$ cat config.mk
export PLATFORM = sky130hd
export DESIGN_NAME = pdp1_opr_unit
export DESIGN_NICKNAME = d
export VERILOG_FILES = /design/src/rtl/pdp1_pkg.sv /design/src/rtl/pdp1_flag_reg.sv /design/src/rtl/pdp1_opr_unit.sv
export SDC_FILE = /design/constraint.sdc
export NUM_CORES = 1
export LEC_CHECK = 0
export CORE_MARGIN = 8
export CORE_UTILIZATION = 40
export DETAILED_ROUTE_END_ITERATION = 10
export DONT_BUFFER_PORTS = 1
export PLACE_DENSITY = 0.61
export SLEW_MARGIN = 25
export SYNTH_ARGS = -nofsm -noshare
export SYNTH_HDL_FRONTEND = slang
export SYNTH_SLANG_ARGS = --single-unit
$ cat constraint.sdc
create_clock -name clk -period 2.1 [get_ports clk]
set_input_delay 0.315 -clock clk [delete_from_list [all_inputs] [get_ports clk]]
set_output_delay 0.315 -clock clk [all_outputs]
set_load 0.02 [all_outputs]
$ cat src/rtl/pdp1_pkg.sv
// Shared definitions for the PDP-1 operate-group (OPR) unit:
// mask bit indices, sequencer state encoding and the latched command bundle.
package pdp1_pkg;

    // OPR mask bit indices, MSB-first numbering [0:11]
    localparam int CLI     = 0;
    localparam int LAT     = 1;
    localparam int CMA     = 2;
    localparam int HLT     = 3;
    localparam int CLA     = 4;
    localparam int LAP     = 5;
    localparam int SWP_IA  = 6;
    localparam int SWP_AI  = 7;
    localparam int FSET    = 8;
    localparam int FNUM_HI = 9;
    localparam int FNUM_LO = 11;

    // Flag code that addresses every program flag at once
    localparam logic [2:0] FLAG_ALL = 3'd7;

    typedef enum logic [1:0] {
        ST_IDLE,
        ST_P1,
        ST_P2,
        ST_P3
    } opr_state_t;

    typedef struct packed {
        logic        op_i;
        logic [0:11] mask;
    } opr_cmd_t;

    // Flag number field, mask[9] is the code MSB
    function automatic logic [2:0] flag_code(input logic [0:11] m);
        return m[FNUM_HI:FNUM_LO];
    endfunction

endpackage

$ cat src/rtl/pdp1_flag_reg.sv
// Program-flag register: decodes the 3-bit flag code, applies set/clear
// on op_en, and ORs in external device strobes (which beat a clear).
// Ports: clk, rst_n, op_en, op_set, code, ext_set[NFLAGS], flags[NFLAGS].
module pdp1_flag_reg
    import pdp1_pkg::*;
#(
    parameter int NFLAGS = 6
) (
    input  logic              clk,
    input  logic              rst_n,
    input  logic              op_en,
    input  logic              op_set,
    input  logic [2:0]        code,
    input  logic [NFLAGS-1:0] ext_set,
    output logic [NFLAGS-1:0] flags
);

    logic [NFLAGS-1:0] sel;
    logic [NFLAGS-1:0] flags_d;

    // Code n selects flag n; codes past NFLAGS select nothing
    always_comb begin
        sel = '0;
        if (code == FLAG_ALL) begin
            sel = '1;
        end else begin
            for (int i = 0; i < NFLAGS; i++) begin
                if (code == 3'(i + 1)) sel[i] = 1'b1;
            end
        end
    end

    // External set is applied last so it overrides a same-cycle clear
    always_comb begin
        flags_d = flags;
        if (op_en) begin
            if (op_set) flags_d = flags | sel;
            else        flags_d = flags & ~sel;
        end
        flags_d = flags_d | ext_set;
    end

    always_ff @(posedge clk or negedge rst_n) begin
        if (!rst_n) flags <= '0;
        else        flags <= flags_d;
    end

endmodule

$ cat src/rtl/pdp1_opr_unit.sv
// PDP-1 operate-group unit: runs one OPR in three timed phases
// (P1 clear, P2 merge, P3 complement/swap/flag) and writes back AC/IO.
// Ports: clk, rst_n, start/busy/done handshake, op_i, op_mask[0:11],
// ac_i, io_i, tw_i, flag_set; results ac_o, io_o, ac_we, io_we, halt, flags_o.
module pdp1_opr_unit
    import pdp1_pkg::*;
#(
    parameter string PDP_MODEL = "PDP-1",
    parameter int    WORD      = 18,
    parameter int    NFLAGS    = 6
) (
    input  logic              clk,
    input  logic              rst_n,
    input  logic              start,
    input  logic              op_i,
    input  logic [0:11]       op_mask,
    input  logic [WORD-1:0]   ac_i,
    input  logic [WORD-1:0]   io_i,
    input  logic [WORD-1:0]   tw_i,
    input  logic [NFLAGS-1:0] flag_set,
    output logic              busy,
    output logic              done,
    output logic [WORD-1:0]   ac_o,
    output logic [WORD-1:0]   io_o,
    output logic              ac_we,
    output logic              io_we,
    output logic              halt,
    output logic [NFLAGS-1:0] flags_o
);

    localparam bit IS_1D = (PDP_MODEL == "PDP-1D");

    opr_state_t      state_q;
    opr_state_t      state_d;
    opr_cmd_t        cmd_q;
    logic [WORD-1:0] ac_r;
    logic [WORD-1:0] io_r;
    logic [WORD-1:0] ac_fin;
    logic [WORD-1:0] io_fin;
    logic [WORD-1:0] flags_w;
    logic            ac_we_d;
    logic            io_we_d;
    logic [2:0]      fcode;
    logic            flag_en;

    // ---------------- sequencer ----------------
    always_ff @(posedge clk or negedge rst_n) begin
        if (!rst_n) state_q <= ST_IDLE;
        else        state_q <= state_d;
    end

    always_comb begin
        state_d = state_q;
        unique case (state_q)
            ST_IDLE: if (start) state_d = ST_P1;
            ST_P1:   state_d = ST_P2;
            ST_P2:   state_d = ST_P3;
            ST_P3:   state_d = ST_IDLE;
            default: state_d = ST_IDLE;
        endcase
    end

    assign busy = (state_q != ST_IDLE);

    // ---------------- P3 result logic ----------------
    assign flags_w = {{(WORD-NFLAGS){1'b0}}, flags_o};

    // Swaps read the P2 values, so setting both exchanges AC and IO;
    // the complements then act on the post-swap values.
    always_comb begin
        ac_fin = ac_r;
        io_fin = io_r;
        if (IS_1D) begin
            if (cmd_q.mask[SWP_IA]) ac_fin = io_r;
            if (cmd_q.mask[SWP_AI]) io_fin = ac_r;
            if (cmd_q.op_i)         io_fin = ~io_fin;
        end
        if (cmd_q.mask[CMA]) ac_fin = ~ac_fin;
    end

    always_comb begin
        ac_we_d = cmd_q.mask[LAT] | cmd_q.mask[CMA]
                | cmd_q.mask[CLA] | cmd_q.mask[LAP];
        io_we_d = cmd_q.mask[CLI];
        if (IS_1D) begin
            ac_we_d = ac_we_d | cmd_q.mask[SWP_IA];
            io_we_d = io_we_d | cmd_q.mask[SWP_AI] | cmd_q.op_i;
        end
    end

    // ---------------- datapath ----------------
    always_ff @(posedge clk or negedge rst_n) begin
        if (!rst_n) begin
            cmd_q <= '0;
            ac_r  <= '0;
            io_r  <= '0;
            ac_o  <= '0;
            io_o  <= '0;
            done  <= 1'b0;
            ac_we <= 1'b0;
            io_we <= 1'b0;
            halt  <= 1'b0;
        end else begin
            done  <= 1'b0;
            ac_we <= 1'b0;
            io_we <= 1'b0;
            halt  <= 1'b0;
            unique case (state_q)
                ST_IDLE: begin
                    if (start) begin
                        cmd_q.op_i <= op_i;
                        cmd_q.mask <= op_mask;
                        ac_r       <= ac_i;
                        io_r       <= io_i;
                    end
                end
                ST_P1: begin
                    if (cmd_q.mask[CLA]) ac_r <= '0;
                    if (cmd_q.mask[CLI]) io_r <= '0;
                end
                ST_P2: begin
                    ac_r <= ac_r
                          | (cmd_q.mask[LAT] ? tw_i    : '0)
                          | (cmd_q.mask[LAP] ? flags_w : '0);
                end
                ST_P3: begin
                    ac_o  <= ac_fin;
                    io_o  <= io_fin;
                    done  <= 1'b1;
                    ac_we <= ac_we_d;
                    io_we <= io_we_d;
                    halt  <= cmd_q.mask[HLT];
                end
                default: ;
            endcase
        end
    end

    // ---------------- program flags ----------------
    assign fcode   = flag_code(cmd_q.mask);
    assign flag_en = (state_q == ST_P3) && (fcode != 3'd0);

    pdp1_flag_reg #(
        .NFLAGS(NFLAGS)
    ) u_flags (
        .clk    (clk),
        .rst_n  (rst_n),
        .op_en  (flag_en),
        .op_set (cmd_q.mask[FSET]),
        .code   (fcode),
        .ext_set(flag_set),
        .flags  (flags_o)
    );

endmodule

After elaboration in Yosys (flattened, before gate mapping)
Cells that the tools add are included.

operators by class
  equal/unequal tests = 13
  bitwise operators = 10
  mux-type cells = 24
  reduce and logical (&&, ||, !) cells = 9

operator list
  cell                  number
  $mux W18              6
  $pmux W18 S3          1
  $pmux W18 S2          1
  $mux W6               4
  $not A18 Y18          1
  $or A18 B18 Y18       1
  $or A18 B6 Y18        1
  $eq A3 B3 Y1 const B  4
  $or A6 B6 Y6          2
  $mux W1               10
  $pmux W2 S4           1
  $and A6 B6 Y6         1
  $eq A3 B2 Y1 const B  2
  $ne A2 B2 Y1 const B  3
  $not A6 Y6            1
  $reduce_and A3 Y1     2
  $reduce_bool A3 Y1    2
  $eq A2 B2 Y1 const B  2
  $reduce_bool A2 Y1    2
  $eq A3 B1 Y1 const B  1
  $or A1 B1 Y1          3
  $eq A2 B1 Y1 const B  1
  $logic_not A2 Y1      1
  $mux W2               1
  2 further kinds       2

storage, ports and cells
  register bits = 96
  word-level logic and storage cells = 67
  input port bits = 76
  output and inout port bits = 47

Logic depth before layout (Yosys ltp)
  depth after elaboration = 8
  depth in mapped cells = 8
  depth with buffers taken out = 5

Cells and area by module
Synthesis repeated with hierarchy kept, for this count alone.

second synthesis, totals
  cells, all modules = 322
  area total of the unflattened synthesis = 4072.7 um2

by module, submodules not included
  module         area an instance (um2)  cells each  instances
  pdp1_opr_unit  3729.8                  291         1
  pdp1_flag_reg  342.8                   31          1

Worst setup path after synthesis
OpenSTA, ideal clock, no wires.

  path kind = reg-to-reg
  start point = register state_q[0]
  end point = register ac_r[0]
  data arrival time = 1609 ps
  cell stages (with the launch flop) = 8
  buffers on the path = 2
  setup time = 94 ps
  setup slack = 397 ps
  clock period less this slack = 1703 ps
  required time = 2006 ps
  path through = dfrtp_1 > inv_1 > ha_1 > nor2b_1 > buf_6 > or3_1 > buf_6 > a221oi_2

on the way
  cells in the longest elaborated chain, start to end = 3
  elaborated cells on any way between the ends = 8

RTL lines
  element                                                       RTL line              RTL
  start: declaration                                            pdp1_opr_unit.sv:33   opr_state_t state_q;
  start signal: assignment                                      pdp1_opr_unit.sv:49   else state_q <= state_d;
  $eq A2 B1 Y1 (tied with other cells)                          pdp1_opr_unit.sv:108  unique case (state_q)
  $ne A2 B2 Y1 (no line) or $reduce_bool A3 Y1 (tied branches)  n/a
  $reduce_and A3 Y1 (no line)                                   n/a
  end signal: assignment                                        pdp1_opr_unit.sv:113  ac_r <= ac_i;
  end signal: assignment                                        pdp1_opr_unit.sv:122  ac_r <= ac_r
  end: declaration                                              pdp1_opr_unit.sv:36   logic [WORD-1:0] ac_r;

Several ways; a longest one is shown, not always the timed one.
A chain may end at the register's enable or synchronous reset.

Final worst setup path
  start point = register state_q[1]
  end point = register ac_r[7]

Same word-level chain as after synthesis.

==> impl_results.md <==
* Iter 0 DRT Violations at 120
* Final min period at 1.91 ns
* CP max-delay cell: or3_1
* Die Wd at 118 um
* Async set-reset flop share out of synthesis at 100%
* Worst slew pin tran at 0.612 ns
* Worst setup EP type: flop
* Diode count at 0
* Sequential area share after synthesis at 56.9%
* Post-Synthesis Net Count at 420
* Fin util at 44.0%
* Routability cong. at 0.789
* PortBufs at 0
* Die H at 118 um
* R2r setup slk at 0.19 ns
* Drt pass-1 iters at 4
* Nets@finish at 415
* Syn Inst Count at 339
* Full die area at 13,800 sq um
* CP top delay family: simple AND/OR/NAND/NOR gates
* Yosys reg bits at 94
* Routed Antenna Nets at 0
* Critical path type: reg -> reg
* P per Cell Area at 1860 nW/um^2
* Num rows at 37
* MaxCap Viol Count at 0
* Status: complete, but fails checks
* Crit. Startpoint: state_q[1]$_DFFE_PN0P_
* Met3 WL post-DR at 950 um
* Area grow syn2layout at 8.48%
* Vias at 2,559
* Rel. slew slack at 59.2%
* Crit-path max FO at 12
* Vias/cell at 5.39
* Max Used Layer: met5
* Crit path DAT at 2.19 ns
* CP Launch Type: flop
* DR WL/cell at 19.5 um
* Core box area at 10,200 sq um
* RR Endpoint: ac_r[7]$_DFFE_PN0P_
* Layout cells sized above 1 at 18.9%
* H-tree depth at 3
* Avg Inst Size Synth at 12.2 sq um
* Initial Utilization at 40.6%
* Clock sink total at 94
* Vias in the first global route at 2,656
* Number of synthesized flops with an enable pin at 0
* First-pass GRT wire length at 15.0 mm
* Dpl hpwl at 6.52 mm
* Clock skew at 0.00763 ns
* Most used DFF post-synth: dfrtp_1
* Initial antenna violation count at 3
* M1 WL at 3.81 mm
* RSZ-0062 raised after global routing: no
* Synth Cell Area at 4130 sq um
* Drt total wl at 9.25 mm
* Fmax at 524 MHz
* Crit path buf inv count at 2
* Worst-Skew Late Latency at 0.36 ns
* Total gr overflow at 0
* Yosys warns at 0
* Critical path cell sequence: inv_1 -> ha_1 -> nor2b_1 -> or3_1 -> buf_4 -> o2bb2ai_1
* Final Hold Fails at 94
* Worst hold margin at -0.362 ns
* DRC viols at 0
* Reg2reg path depth at 6
* Peak VDD IR at 659 uV
* Pin count of the biggest net entering global routing at 95
* Clock-pin slew on the worst setup and hold paths at 0.09 ns
* Number of max-slew violations in the final report at 0
* Leakage at 1.93 nW
* Post-route insts no fill at 475
* Metal2 WL at 4.33 mm
* Total negative slack at 0 ns
* Worst path depth at 6
* Max clock buf depth at 2
* Worst path required time at 2.38 ns
* GRT Overall Usage at 13.6%
* Failing checks: hold timing
* Final setup violation count at 0
* Final worst-path cycle share at 90.8%
* TritonCTS clock tree: yes
* R2R Path Start: state_q[1]$_DFFE_PN0P_
* Placed Instances at 459
* Synth cell types at 32
* Commonest cells after routing, fill and taps aside: dfrtp_1 (94), mux2_2 (30), a21oi_1 (19), nor2_1 (19)
* Crit path largest cell delay at 0.52 ns
* Worst min-delay path class: in -> async
* Most common cell after layout, fill and taps aside: dfrtp_1
* Clock Tree Root: clkbuf_8
* IO Count at 123
* CTS buffer count at 9
[sequential cells by signal, summed over array words and instances, names as in the netlist, 2 cells and up]
name           cells
ac_r              18
ac_o              18
u_flags.flags      6
io_fin            18
io_o              18
state_q            2
cmd_q             10
[metrics by stage]
stage	worst slack [ns]	power [mW]	cell area, sq um
6_report	0.192	8.34	4480
5_1_grt	0.0370	9.00	4480
4_1_cts	0.101	8.47	4480
3_5_place_dp	0.139	7.14	4260
3_3_place_gp	0.178	7.02	4260
2_1_floorplan	0.397	6.40	4130
[layout make-up]
| class | instances | area [sq um] |
|---|---|---|
| sequential | 94 | 2350 |
| tap | 136 | 170 |
| inverter | 16 | 60.1 |
| timing repair buffer | 10 | 87.6 |
| multi-input combinational | 203 | 1600 |
| clock buffer | 12 | 145 |
| fill | 960 | 5700 |
| clock inverter | 4 | 70.1 |
[worst max-delay path by stage]
stage / endpoint / slack (ns)
after global placement: io_fin[1]$_DFFE_PN0P_ / 0.18
after floorplan: ac_r[0]$_DFFE_PN0P_ / 0.40
final: ac_r[7]$_DFFE_PN0P_ / 0.19
after global routing: ac_r[7]$_DFFE_PN0P_ / 0.04
after CTS: io_fin[1]$_DFFE_PN0P_ / 0.10
after detailed placement: io_fin[17]$_DFFE_PN0P_ / 0.14
[cells by family after synthesis]
group | count (synthesis) | share of synthesized area (%)
adders and majority gates | 5 | 1.51
buffers and inverters | 42 | 4.66
muxes | 30 | 8.17
xor gates and xnor gates | 21 | 4.45
and+or+nand+nor | 56 | 6.78
DFF | 94 | 56.9
AOI/OAI and AO/OA | 91 | 17.5
[where the power goes]
| part | internal (mW) | switching [mW] | total (mW) |
|---|---|---|---|
| clock network | 0.701 | 0.600 | 1.30 |
| registers | 2.62 | 1.16 | 3.78 |
| logic | 1.56 | 1.71 | 3.27 |
[cells in the mapped netlist, types with 6 or more instances]
library cell / count / area (sq um)
o2bb2ai_1: 12 / 105
a31oi_1: 12 / 75.1
buf_2: 10 / 50.1
clkbuf_1: 9 / 33.8
a221oi_2: 6 / 90.1
a22o_1: 18 / 158
dfrtp_1: 94 / 2350
nor2_1: 19 / 71.3
nor4_1: 6 / 37.5
inv_1: 16 / 60.1
a221o_1: 6 / 60.1
a21oi_1: 19 / 95.1
xnor2_1: 18 / 158
nand2_1: 7 / 26.3
mux2_2: 30 / 338
nor2b_1: 14 / 87.6
o31ai_1: 6 / 45.0
[per-layer routing]
layer	up-vias	track usage (%)
met4	6	4.80
met3	17	7.15
li1	1208	-
met2	74	21.5
met1	1254	15.5
met5	-	0
[timing repair]
action	in CTS	in global routing
hold endpoints to repair	94	94
setup buffers	0	0
endpoints found under the setup margin	0	18
gates resized for setup	0	1
(Power assumes the default switching activity.)
